<file path="config.mk">
export PLATFORM = sky130hd
export DESIGN_NAME = fetch_unit
export DESIGN_NICKNAME = d
export VERILOG_FILES = /design/src/rtl/fetch_unit.sv
export SDC_FILE = /design/constraint.sdc
export NUM_CORES = 1
export LEC_CHECK = 0
export BUFFER_PORTS_ARGS = -buffer_cell sky130_fd_sc_hd__clkbuf_2
export CORE_MARGIN = 1
export CORE_UTILIZATION = 40
export CTS_CLUSTER_DIAMETER = 120
export DETAILED_ROUTE_END_ITERATION = 8
export PLACE_DENSITY_LB_ADDON = 0.2
export SYNTH_ARGS = -nofsm -noshare
export SYNTH_HDL_FRONTEND = slang
export SYNTH_SLANG_ARGS = --single-unit
</file>
<file path="constraint.sdc">
create_clock -name clk -period 12.1 [get_ports clk]
set_input_delay 2.42 -clock clk [delete_from_list [all_inputs] [get_ports clk]]
set_output_delay 2.42 -clock clk [all_outputs]
set_load 0.02 [all_outputs]
</file>
<file path="src/rtl/fetch_unit.sv">
// fetch_unit -- instruction fetch stage.
//
// Holds the fetch PC, issues word reads to instruction memory with at most one
// request outstanding, and buffers returned words in a small FIFO that feeds
// decode through a valid/ready handshake. A redirect from the control unit
// flushes the FIFO and drops any response that is still in flight.
//
// Optional feature: FETCH_BYPASS_EN. When defined, a response that arrives
// while the FIFO is empty is presented to decode in the same cycle. Leaving it
// undefined keeps every word registered in the FIFO (no combinational path from
// imem_rdata/imem_rvalid to the outputs).
//
// Ports:
//   clk          sole clock, rising edge
//   rst          asynchronous active-low reset
//   imem_req     read request (accepted in every cycle it is high)
//   imem_addr    word-aligned request address
//   imem_rdata   returned instruction word
//   imem_rvalid  response strobe
//   pc_src       redirect request
//   pc_target    redirect address (bits [1:0] ignored)
//   instr        head instruction, NOP when invalid
//   pc           address of instr, 0 when invalid
//   pc_plus4     pc + 4 (wraps)
//   instr_valid  head entry present
//   instr_ready  decode consumes the head when high with instr_valid
//
// State | meaning
// ------+-------------------------------------------------------------
// RUN   | no request outstanding; issue when a FIFO slot is free
// WAIT  | one request outstanding; its response is pushed on arrival
// DISCARD | request outstanding but a redirect happened; drop its response

module fetch_unit #(
   parameter int              WIDTH    = 32,
   parameter logic [WIDTH-1:0] RESET_PC = '0,
   parameter int              DEPTH    = 2
) (
   input  logic             clk,
   input  logic             rst,
   output logic             imem_req,
   output logic [WIDTH-1:0] imem_addr,
   input  logic [WIDTH-1:0] imem_rdata,
   input  logic             imem_rvalid,
   input  logic             pc_src,
   input  logic [WIDTH-1:0] pc_target,
   output logic [WIDTH-1:0] instr,
   output logic [WIDTH-1:0] pc,
   output logic [WIDTH-1:0] pc_plus4,
   output logic             instr_valid,
   input  logic             instr_ready
);

   localparam int PW = $clog2(DEPTH);
   localparam int CW = $clog2(DEPTH + 1);
   localparam logic [WIDTH-1:0] ALIGN_MASK = ~WIDTH'(3);
   localparam logic [WIDTH-1:0] NOP        = WIDTH'(32'h0000_0013);
   localparam logic [WIDTH-1:0] PC_INIT    = RESET_PC & ALIGN_MASK;

   localparam logic [1:0] S_RUN     = 2'd0;
   localparam logic [1:0] S_WAIT    = 2'd1;
   localparam logic [1:0] S_DISCARD = 2'd2;

   logic [1:0]       state;
   logic [WIDTH-1:0] fpc;
   logic [WIDTH-1:0] req_addr;
   logic [WIDTH-1:0] fifo_instr [DEPTH];
   logic [WIDTH-1:0] fifo_pc    [DEPTH];
   logic [PW-1:0]    rd_ptr;
   logic [PW-1:0]    wr_ptr;
   logic [CW-1:0]    count;

   logic head_valid;
   logic issue;
   logic rsp;
   logic push;
   logic pop;
   logic bypass;

   assign head_valid = (count != '0);
   // Reset gates the request so it drops as soon as rst asserts, not at the next edge.
   assign issue = rst && (state == S_RUN) && (count < CW'(DEPTH)) && !pc_src;
   assign rsp   = (state == S_WAIT) && imem_rvalid;
   assign pop   = head_valid && instr_ready;

`ifdef FETCH_BYPASS_EN
   assign bypass = rsp && !head_valid;
   // A bypassed word that decode takes immediately never needs a FIFO slot.
   assign push   = rsp && !pc_src && !(bypass && instr_ready);
`else
   assign bypass = 1'b0;
   assign push   = rsp && !pc_src;
`endif

   assign imem_req  = issue;
   assign imem_addr = fpc;

   always_comb begin
      instr_valid = 1'b0;
      instr       = NOP;
      pc          = '0;
      if (head_valid) begin
         instr_valid = 1'b1;
         instr       = fifo_instr[rd_ptr];
         pc          = fifo_pc[rd_ptr];
      end else if (bypass) begin
         instr_valid = 1'b1;
         instr       = imem_rdata;
         pc          = req_addr;
      end
   end

   assign pc_plus4 = pc + WIDTH'(4);

   always_ff @(posedge clk or negedge rst) begin
      if (!rst) begin
         state    <= S_RUN;
         fpc      <= PC_INIT;
         req_addr <= PC_INIT;
      end else begin
         case (state)
            S_RUN:     if (issue) state <= S_WAIT;
            S_WAIT: begin
               if (imem_rvalid) state <= S_RUN;
               else if (pc_src) state <= S_DISCARD;
            end
            S_DISCARD: if (imem_rvalid) state <= S_RUN;
            default:   state <= S_RUN;
         endcase

         if (pc_src) begin
            fpc <= pc_target & ALIGN_MASK;
         end else if (issue) begin
            fpc      <= fpc + WIDTH'(4);
            req_addr <= fpc;
         end
      end
   end

   always_ff @(posedge clk or negedge rst) begin
      if (!rst) begin
         rd_ptr <= '0;
         wr_ptr <= '0;
         count  <= '0;
      end else if (pc_src) begin
         // Flush; a same-cycle pop has already completed at decode.
         rd_ptr <= '0;
         wr_ptr <= '0;
         count  <= '0;
      end else begin
         if (push) wr_ptr <= wr_ptr + PW'(1);
         if (pop)  rd_ptr <= rd_ptr + PW'(1);
         case ({push, pop})
            2'b10:   count <= count + CW'(1);
            2'b01:   count <= count - CW'(1);
            default: count <= count;
         endcase
      end
   end

   always_ff @(posedge clk) begin
      if (push) begin
         fifo_instr[wr_ptr] <= imem_rdata;
         fifo_pc[wr_ptr]    <= req_addr;
      end
   end

endmodule
</file>
==> results of run 1 <==
==> through the flow <==
stage	area, µm²	hold slack, ns	total power, µW	cells	util
5_1_grt	10200	0.483	1560	1127	0.500
6_report	10200	0.470	1500	1127	0.500
4_1_cts	10200	0.473	1520	1127	0.500
3_3_place_gp	9650	0.448	949	1095	0.471
2_1_floorplan	8480	0.438	891	666	-
3_5_place_dp	9650	0.454	954	1095	0.471
==> final cells by class <==
cell class,count,area [µm²],area share
clock buffer,20,437,0.0426
clock inverter,12,158,0.0154
inverter,8,30.0,0.00293
multi-input combinational,430,2900,0.283
sequential,190,5380,0.525
tap,270,338,0.0330
timing repair buffer,197,1000,0.0979
==> placed cells by master (no fill, tap or decap), drive strengths merged, types with 15 or more instances in the layout <==
| cell type | count |
|---|---|
| nand2 | 58 |
| o21ai | 29 |
| xor2 | 32 |
| mux2 | 32 |
| edfxtp | 124 |
| nand3 | 21 |
| dfrtp | 66 |
| nor2 | 73 |
| mux2i | 61 |
| nor4 | 15 |
| clkbuf | 209 |
| nor3 | 22 |
| xnor2 | 28 |
==> power breakdown <==
group	switching (µW)	internal, µW
logic	81.5	62.3
clock network	235	328
registers	43.5	751
==> state kept, by name, indices dropped and copies added (netlist names) <==
register and count:
count 2, fifo_instr 64, fifo_pc 60, imem_addr 30, rd_ptr 1, req_addr 30
state 2, wr_ptr 1
==> worst min path at each step <==
stage,startpoint,slack (ns),end
after floorplan,req_addr[10],0.44,fifo_pc[0][10]
after global placement,req_addr[21],0.45,fifo_pc[0][21]
after detailed placement,req_addr[31],0.45,fifo_pc[1][31]
after CTS,req_addr[12],0.47,fifo_pc[1][12]
after global routing,req_addr[20],0.48,fifo_pc[0][20]
final,req_addr[31],0.47,fifo_pc[0][31]
==> synthesized netlist by cell type, types with 2 or more instances <==
master,number
nand2_1,58
nor3b_2,2
nand4_1,9
edfxtp_1,124
nand3_1,21
nor3b_1,2
a211oi_1,2
dfrtp_1,66
buf_1,6
inv_1,8
ha_1,2
mux2i_1,61
nand3b_1,5
xor2_1,32
o21ai_0,23
nand2b_1,3
nor3_1,22
a21oi_1,5
o21ai_1,6
clkbuf_1,10
xnor2_1,28
buf_4,7
nor4_2,4
mux2_2,32
and4_1,4
buf_2,14
nor4_1,11
nor2b_1,4
and3_1,6
and2_1,2
nor2_1,73
==> critical path: cells and delay by family, from the launching register on <==
kind	cells	cell delay (ns)
xor+xnor	1	0.17
mux	1	0.25
flops	1	0.73
compound gates	1	0.56
simple gates	2	0.90
buf+inv	2	0.88
==> routing by layer <==
| metal | GRT usage | up-vias |
|---|---|---|
| li1 | - | 2722 |
| met5 | 0 | - |
| met3 | 0.0370 | 10 |
| met2 | 0.238 | 190 |
| met4 | 0.0588 | 0 |
| met1 | 0.252 | 2602 |
==> kinds of logic after synthesis <==
logic type / Yosys count / share of synthesized area
flip-flops: 190 / 0.635
AND/OR/NAND/NOR: 230 / 0.133
XOR/XNOR: 60 / 0.0621
buffers and inverters: 46 / 0.0265
multiplexers: 93 / 0.115
adder cells (fa/ha/maj): 2 / 0.00296
other: 1 / 0.000443
AO/OA/AOI/OAI: 39 / 0.0248
==> metrics.txt, run 1 <==
Critical Path RT just under 10 ns; Iteration-0 DRC Markers 280; Async S/R FF share, synth 0.347; setup_tns 0 ns; Cells after Synth between 600 and 700; gr usage total 0.168; pin count of the biggest net entering global routing 74; Max Cap Viol 0; Most used DFF post-synth edfxtp_1; Avg Inst Size Synth roughly 13 µm²; number of synthesized register bits 190; CORE AREA 0.0205 mm²; period utilization 0.529; clock sinks 190; startpoint types flop; fraction of layout cells with a size suffix above 1 0.314; Die Wd 147 µm; num rows between 50 and 60; Crit. Startpoint rd_ptr; via count between 5k and 6k; post-synthesis cell area 0.00846 mm²; remaining global-route overflow 0; hold buffers post-CTS 0; CTS tree done; r2r endpoint imem_addr[15]; starting density of the core 0.413; Die Y ~150 µm; Avg WL per Cell around 16 µm; Power Density roughly 150 mW/mm²; crit path max fanout 47; root buf cell clkbuf_16; Final Hold Fails 0; RSZ-0062 raised after global routing no; crit-path max cell delay between 0.7 and 0.8 ns; area leader, netlist edfxtp_1; Area Growth Syn to Fin 21.1%; status complete, no violations; sequential area share after synthesis 0.635; Port Buf Inserts 190; static leakage approximately 0.004 µW; Setup WS pre-CTS ~5.8 ns; vias in the first global route ~5k; routed wl met2 ~7.7 mm; Reg2Reg Setup Slack between 9 and 10 ns; worst ir drop on vdd between 90 and 100 µV; cell chain of the critical path buf_4 > mux2i_1 > nor3_1 > o2111ai_1 > nor4_1 > xor2_1 > clkbuf_2; Reg2Reg Depth 5; reg-to-reg startpoint count[1]; Layout Nets roughly 920; yosys warns 0; clock slew at reported path FFs 0.07 ns; Yosys top cell area share 0.440; TritonCTS buffer count 17; DRT Pass-1 Iters 5; post-route met1 wirelength 8.98 mm; CTS HTree Levels 4; # DRC 0; final worst slack around 5.7 ns; global-route wire length before repair 28.0 mm; max-slew violations 0; Distinct cells, synth 40; critical path capture point pc_plus4[29]; synth top area cells edfxtp_1, dfrtp_1, mux2i_1; initial antenna violation count 0; Setup violations, final 0; Vias per Instance just under 5; met3 wire length ~1.0 mm; worst setup path class flop to primary output; Hold Path Depth 0; clock skew ~0.006 ns; Worst path slowest cell dfrtp_4; hold crit path type flop to flop; DR top layer met4; Post-CTS Setup Bufs 0; Tmin final ~6.4 ns; ANT cells 0; CTS Buffer Depth 2; Slew HR 0.329; DP HPWL between 10 and 15 mm; die area approximately 0.022 mm²; Critical Path Sink Type primary output; Post-synth EDFFs roughly 120; total wire length ~18 mm; WP data arrival approximately 4.0 ns; later-pin clock latency in the skew report between 0.4 and 0.5 ns; post-cts resize count 0; ANT nets after route 0; Max Freq between 0.15 and 0.2 GHz; Worst Tran Pin Value 1.00 ns; Ports ~200; routability cong. just under 0.8; fill cell total of the finished layout approximately 1.9k
Power figures use the tool's default switching activity.
==> inputs of run 2 (changes only) <==
--- a/config.mk
+++ b/config.mk
@@ -5,6 +5,7 @@
 export SDC_FILE = /design/constraint.sdc
 export NUM_CORES = 1
 export LEC_CHECK = 0
+export ABC_AREA = 1
 export BUFFER_PORTS_ARGS = -buffer_cell sky130_fd_sc_hd__clkbuf_2
 export CORE_MARGIN = 1
 export CORE_UTILIZATION = 40
==> constraint.sdc (replaced) <==
create_clock -name clk -period 5.65 [get_ports clk]
set_input_delay 1.13 -clock clk [delete_from_list [all_inputs] [get_ports clk]]
set_output_delay 1.13 -clock clk [all_outputs]
set_load 0.02 [all_outputs]
==> run 2 against run 1 <==
Against the previous run: die area is 8.9% higher; worst hold slack improved by 0.00087 ns; highest routed layer unchanged; clock power rose by 120%; via count increased by 32%; sequential share of layout area decreased by 3.5 points; sequential power is 150% higher; total power grew to 3.4 times the previous value; area after synthesis up 9.0%; utilization fell by 1.5 points; register-to-register slack lost 6.6 ns.
==> metrics.txt, run 2 <==
status complete, no violations; fill cell total of the finished layout 2197; TritonCTS buffer count 17; # DRC 0; GRT Max-Usage Layer met2; pin count of the biggest net entering global routing 67; Critical Path Sink Type primary output; CTS tree done; number of synthesized register bits 190; Setup violations, final 0; hold crit path type flop to flop; Iteration-0 DRC Markers between 500 and 600; CTS Buffer Depth 2; most common cell after layout, fill and taps aside nand2_1; Yosys top cell area share 0.403; Inst Count DP about 1.5k; Reg2Reg Setup Slack approximately 3.1 ns; Async S/R FF share, synth 0.347; CORE AREA 0.0226 mm²; later-pin clock latency in the skew report 0.42 ns; hold buffers post-CTS 0; clock slew at reported path FFs approximately 0.060 ns; Die Y 154 µm; initial antenna violation count 0; starting density of the core 0.408; static leakage between 0.004 and 0.005 µW; Power Density approximately 470 mW/mm²; Ports around 200; global-route wire length before repair between 30 and 40 mm; Area Growth Syn to Fin 18.9%; commonest cells after routing, fill and taps aside nand2_1, clkbuf_2, edfxtp_1; register bank with the most flops fifo_instr; adder-cell share of the synthesized area 0.00271; Avg WL per Cell approximately 15 µm; Synth Area in Simple Gates 0.273; fraction of layout cells with a size suffix above 1 0.217; met1 Usage GRT 0.281; post-cts resize count 0; crit path max fanout 61; ANT cells 0; Avg Inst Size Synth around 9 µm²; sequential area share after synthesis 0.582; clock skew around 0.0083 ns; Worst Tran Pin Value 1.00 ns; synth top area cells edfxtp_1, dfrtp_1, nand2_1; Post-CTS Setup Bufs 0; DRT Pass-1 Iters 5; fraction of the mapped netlist area in compound gates 0.0559; Die Wd around 150 µm; CTS HTree Levels 4; Critical Path RT around 4.5 ns; Max Cap Viol 0; Max Freq 0.206 GHz; Vias per Instance around 5; Post-synth EDFFs 124; XOR/XNOR Fraction of Synth Area 0.0228; Cells after Synth ~1.0k; vias in the first global route approximately 6.8k; startpoint types flop; mux contribution to synthesized area 0; clock sinks 190; period utilization 0.858; fin cells ~1.5k; Final Hold Fails 0; number of flip-flops in the largest register 64; Most used DFF post-synth edfxtp_1; DP HPWL between 15 and 20 mm; post-synthesis cell area approximately 0.009 mm²; setup_tns 0 ns; Port Buf Inserts 190; ANT nets after route 0; largest registers fifo_instr x64, fifo_pc x60; root buf cell clkbuf_16; die area 0.0237 mm²; yosys warns 0; remaining global-route overflow 0; worst setup path class flop to primary output; count leader, synth nand2_1; routability cong. around 0.86; total wire length 22.3 mm; met3 Usage GRT 0.0335; Layout Nets around 1.3k; max-slew violations 0; gr usage total 0.195; RSZ-0062 raised after global routing no; Distinct cells, synth slightly above 40; Slew HR 0.331; M2 GR Usage 0.302; Tmin final 4.85 ns; num rows 55; top cell types by occurrence after synthesis nand2_1, edfxtp_1, inv_1; WP data arrival 3.72 ns; worst ir drop on vdd 238 µV; via count 7314; area leader, netlist edfxtp_1; largest family of logic cells by synthesized area simple AND/OR/NAND/NOR gates
==> run 2: cells by family (layout without fill, tap and decap cells) <==
group                      after synthesis  after routing
adders and majority gates                2              2
other                                    1              6
AOI/OAI and AO/OA                       95             95
xor gates and xnor gates                24             24
and+or+nand+nor                        587            587
buffers and inverters                  129            312
DFF                                    190            190
==> run 2: per-stage QoR <==
stage,total power [µW],cell area (µm²),util,hold slack (ns),worst slack (ns)
2_1_floorplan,3310,9250,-,0.442,1.10
3_3_place_gp,3940,10400,0.459,0.448,1.23
3_5_place_dp,3970,10400,0.459,0.452,1.18
4_1_cts,5170,11000,0.485,0.473,0.714
5_1_grt,5450,11000,0.485,0.493,0.419
6_report,5130,11000,0.485,0.471,0.803
==> run 2: final timing paths <==
path,depth (start not counted),startpoint,to
min in group asynchronous,2,rst,req_addr[18]
max in group asynchronous,2,rst,rd_ptr
worst max register to register,7,count[0],count[0]
worst max-delay path,14,count[0],pc_plus4[24]
worst min-delay path,0,req_addr[15],fifo_pc[0][15]
worst min register to register,0,req_addr[15],fifo_pc[0][15]
==> run 2: cell type report <==
| class | count | area [µm²] | share of cell area |
|---|---|---|---|
| clock buffer | 17 | 425 | 0.0388 |
| clock inverter | 13 | 164 | 0.0149 |
| inverter | 85 | 325 | 0.0296 |
| multi-input combinational | 714 | 3310 | 0.302 |
| sequential | 190 | 5380 | 0.490 |
| tap | 285 | 357 | 0.0325 |
| timing repair buffer | 197 | 1020 | 0.0926 |
==> run 2: worst max-delay path, stage by stage (launching register included) <==
cell and delay [ns]:
dfrtp_1 0.43, nor2_4 0.11, buf_4 0.38, clkinv_2 0.77, nand2_1 0.49, inv_1 0.11, ha_1 0.24, nand3_1 0.14
nor2_4 0.09, nand2_1 0.16, inv_1 0.08, nand2_1 0.07, nand2_1 0.04, nand2_1 0.05, clkbuf_2 0.16
==> run 2: power by group <==
group          switching [µW]  total, µW  internal [µW]
Clock                     510       1210            695
Sequential                223       1970           1750
Combinational            1400       1960            554
==> run 2: routing by layer <==
layer	share of wire	vias up	wire, µm
li1	-	3724	-
met2	0.46	209	10100
met3	0.050	18	1110
met4	0.011	0	241
met1	0.48	3363	10800
met5	0	-	0
==> inputs of run 3 (changes only) <==
--- a/config.mk
+++ b/config.mk
@@ -8,7 +8,8 @@
 export ABC_AREA = 1
 export BUFFER_PORTS_ARGS = -buffer_cell sky130_fd_sc_hd__clkbuf_2
 export CORE_MARGIN = 1
-export CORE_UTILIZATION = 40
+export CORE_UTILIZATION = 25
+export CTS_BUF_LIST = sky130_fd_sc_hd__clkbuf_4 sky130_fd_sc_hd__clkbuf_8 sky130_fd_sc_hd__clkbuf_16
 export CTS_CLUSTER_DIAMETER = 120
 export DETAILED_ROUTE_END_ITERATION = 8
 export PLACE_DENSITY_LB_ADDON = 0.2
==> run 3 against run 2 <==
Against the previous run: register-to-register slack gained 0.28 ns; non-clock buffer count increased by 4; final cell count increased by 13%; die area up 59%; worst hold slack gained 0.0057 ns; wire length up 18%; clock skew grew 0.0022 ns; first-iteration DRC count decreased by 26%; sequential cell count unchanged; maximum frequency up 12%; critical path type unchanged; count of clock-buffer cells in the layout rose by 2; global-route usage fell by 5.4 points.
==> metrics.txt, run 3 (synthesis gave the netlist of run 2 again) <==
Internal Power about 3000 µW; period utilization 0.765; Reg2Reg Setup Slack 3.37 ns; Die Y about 190 µm; Final Hold Fails 0; Flop pwr share 0.383; static leakage 0.00498 µW; later-pin clock latency in the skew report around 0.43 ns; CTS tree done; status complete, no violations; Worst Tran Pin Value between 0.9 and 1 ns; Ports slightly below 200; gr usage total 0.141; sw frac 0.431; initial antenna violation count 0; clock slew at reported path FFs 0.07 ns; GRT Max-Usage Layer met1; fin cells roughly 1.7k; ANT cells 0; met1 Usage GRT 0.214; Post-CTS Setup Bufs 0; startpoint types flop; Critical Path Sink Type primary output; # DRC 0; worst setup path class flop to primary output; crit path max fanout 36; die area 0.0377 mm²; RSZ-0062 raised after global routing no; register bank with the most flops fifo_instr; Layout Nets 1280; num rows 70; final hold slack about 0.48 ns; via count ~7.3k; Hold Path Depth 0; CTS Buffer Depth 2; Clock power frac 0.232; global-route wire length before repair 40.9 mm; ANT nets after route 0; DP HPWL about 19 mm; Slew HR 0.374; post-cts resize count 0; Inst Count DP approximately 1.7k; root buf cell clkbuf_16; reg-to-reg startpoint count[1]; fraction of layout cells with a size suffix above 1 0.221; Avg WL per Cell approximately 15 µm; max-slew violations 0; net switching power 2240 µW; clock skew around 0.011 ns; Port Buf Inserts 190; Iteration-0 DRC Markers between 400 and 500; Die Wd roughly 190 µm; largest registers fifo_instr x64, fifo_pc x60; number of flip-flops in the largest register 64; Critical Path RT approximately 4.5 ns; remaining global-route overflow 0; met3 Usage GRT 0.0240; vias in the first global route just under 7k; Vias per Instance around 4.3; Crit. Startpoint rd_ptr; DRT Pass-1 Iters 5; r2r endpoint req_addr[17]; pin count of the biggest net entering global routing 67; Max Cap Viol 0; commonest cells after routing, fill and taps aside nand2_1, clkbuf_2, edfxtp_1; CTS HTree Levels 4; routability cong. roughly 0.83; CORE AREA about 0.036 mm²; Area Growth Syn to Fin 21.6%; share of power burned in combinational logic 0.385; Power Density roughly 460 mW/mm²; Setup violations, final 0; most common cell after layout, fill and taps aside nand2_1; Tmin final approximately 4.3 ns; hold crit path type flop to flop; setup_tns 0 ns; M2 GR Usage 0.208; hold buffers post-CTS 0; WP data arrival 3.19 ns; clock sinks 190; critical path capture point pc_plus4[18]; Max Freq 0.231 GHz; worst ir drop on vdd 254 µV; starting density of the core 0.253; Total Power around 5200 µW; total wire length roughly 26 mm; TritonCTS buffer count 17; Reg2Reg Depth 8
[run 3: cell type report]
cell class	count	area (µm²)
fill	3892	25200
inverter	85	325
clock inverter	13	126
multi-input combinational	714	3310
sequential	190	5380
timing repair buffer	201	1030
clock buffer	19	464
tap	468	586
[run 3: worst min-delay path by stage]
stage,startpoint,to,slack (ns)
finish,req_addr[6],fifo_pc[1][6],0.48
global route,req_addr[22],fifo_pc[1][22],0.49
CTS,req_addr[22],fifo_pc[0][22],0.48
detailed placement,req_addr[22],fifo_pc[0][22],0.46
global placement,req_addr[25],fifo_pc[1][25],0.46
floorplan,req_addr[15],fifo_pc[0][15],0.44
[run 3: stage by stage]
step,cell area [µm²],util,setup slack [ns]
floorplan,9250,-,1.10
global placement,10600,0.292,1.69
detailed placement,10600,0.292,1.69
CTS,11200,0.308,1.22
global route,11200,0.308,0.980
finish,11200,0.308,1.33
[run 3: power by group through the flow]
stage | clock, µW | combinational (µW) | sequential (µW)
after floorplan | 0 | 1350 | 1960
after global placement | 0 | 2030 | 2010
final | 1210 | 2000 | 1990
after detailed placement | 0 | 2040 | 2020
after global routing | 1300 | 2220 | 2020
after CTS | 1240 | 2040 | 1990
[run 3: critical path, cell delays in order, from the launching register on]
cell      delay [ns]
dfrtp_2         0.87
clkinv_4        0.42
nand2_1         0.14
nand2_1         0.06
nand2_1         0.20
inv_1           0.09
ha_1            0.23
nand3_1         0.14
nor2_4          0.07
nand2_2         0.13
nor2_1          0.07
xor2_1          0.14
clkbuf_2        0.19
[run 3: routing by layer]
metal / vias to the layer above / routed length [µm] / share of wire
li1: 3732 / - / -
met1: 3405 / 13700 / 0.52
met2: 181 / 11300 / 0.43
met3: 17 / 927 / 0.035
met4: 0 / 272 / 0.010
met5: - / 0 / 0
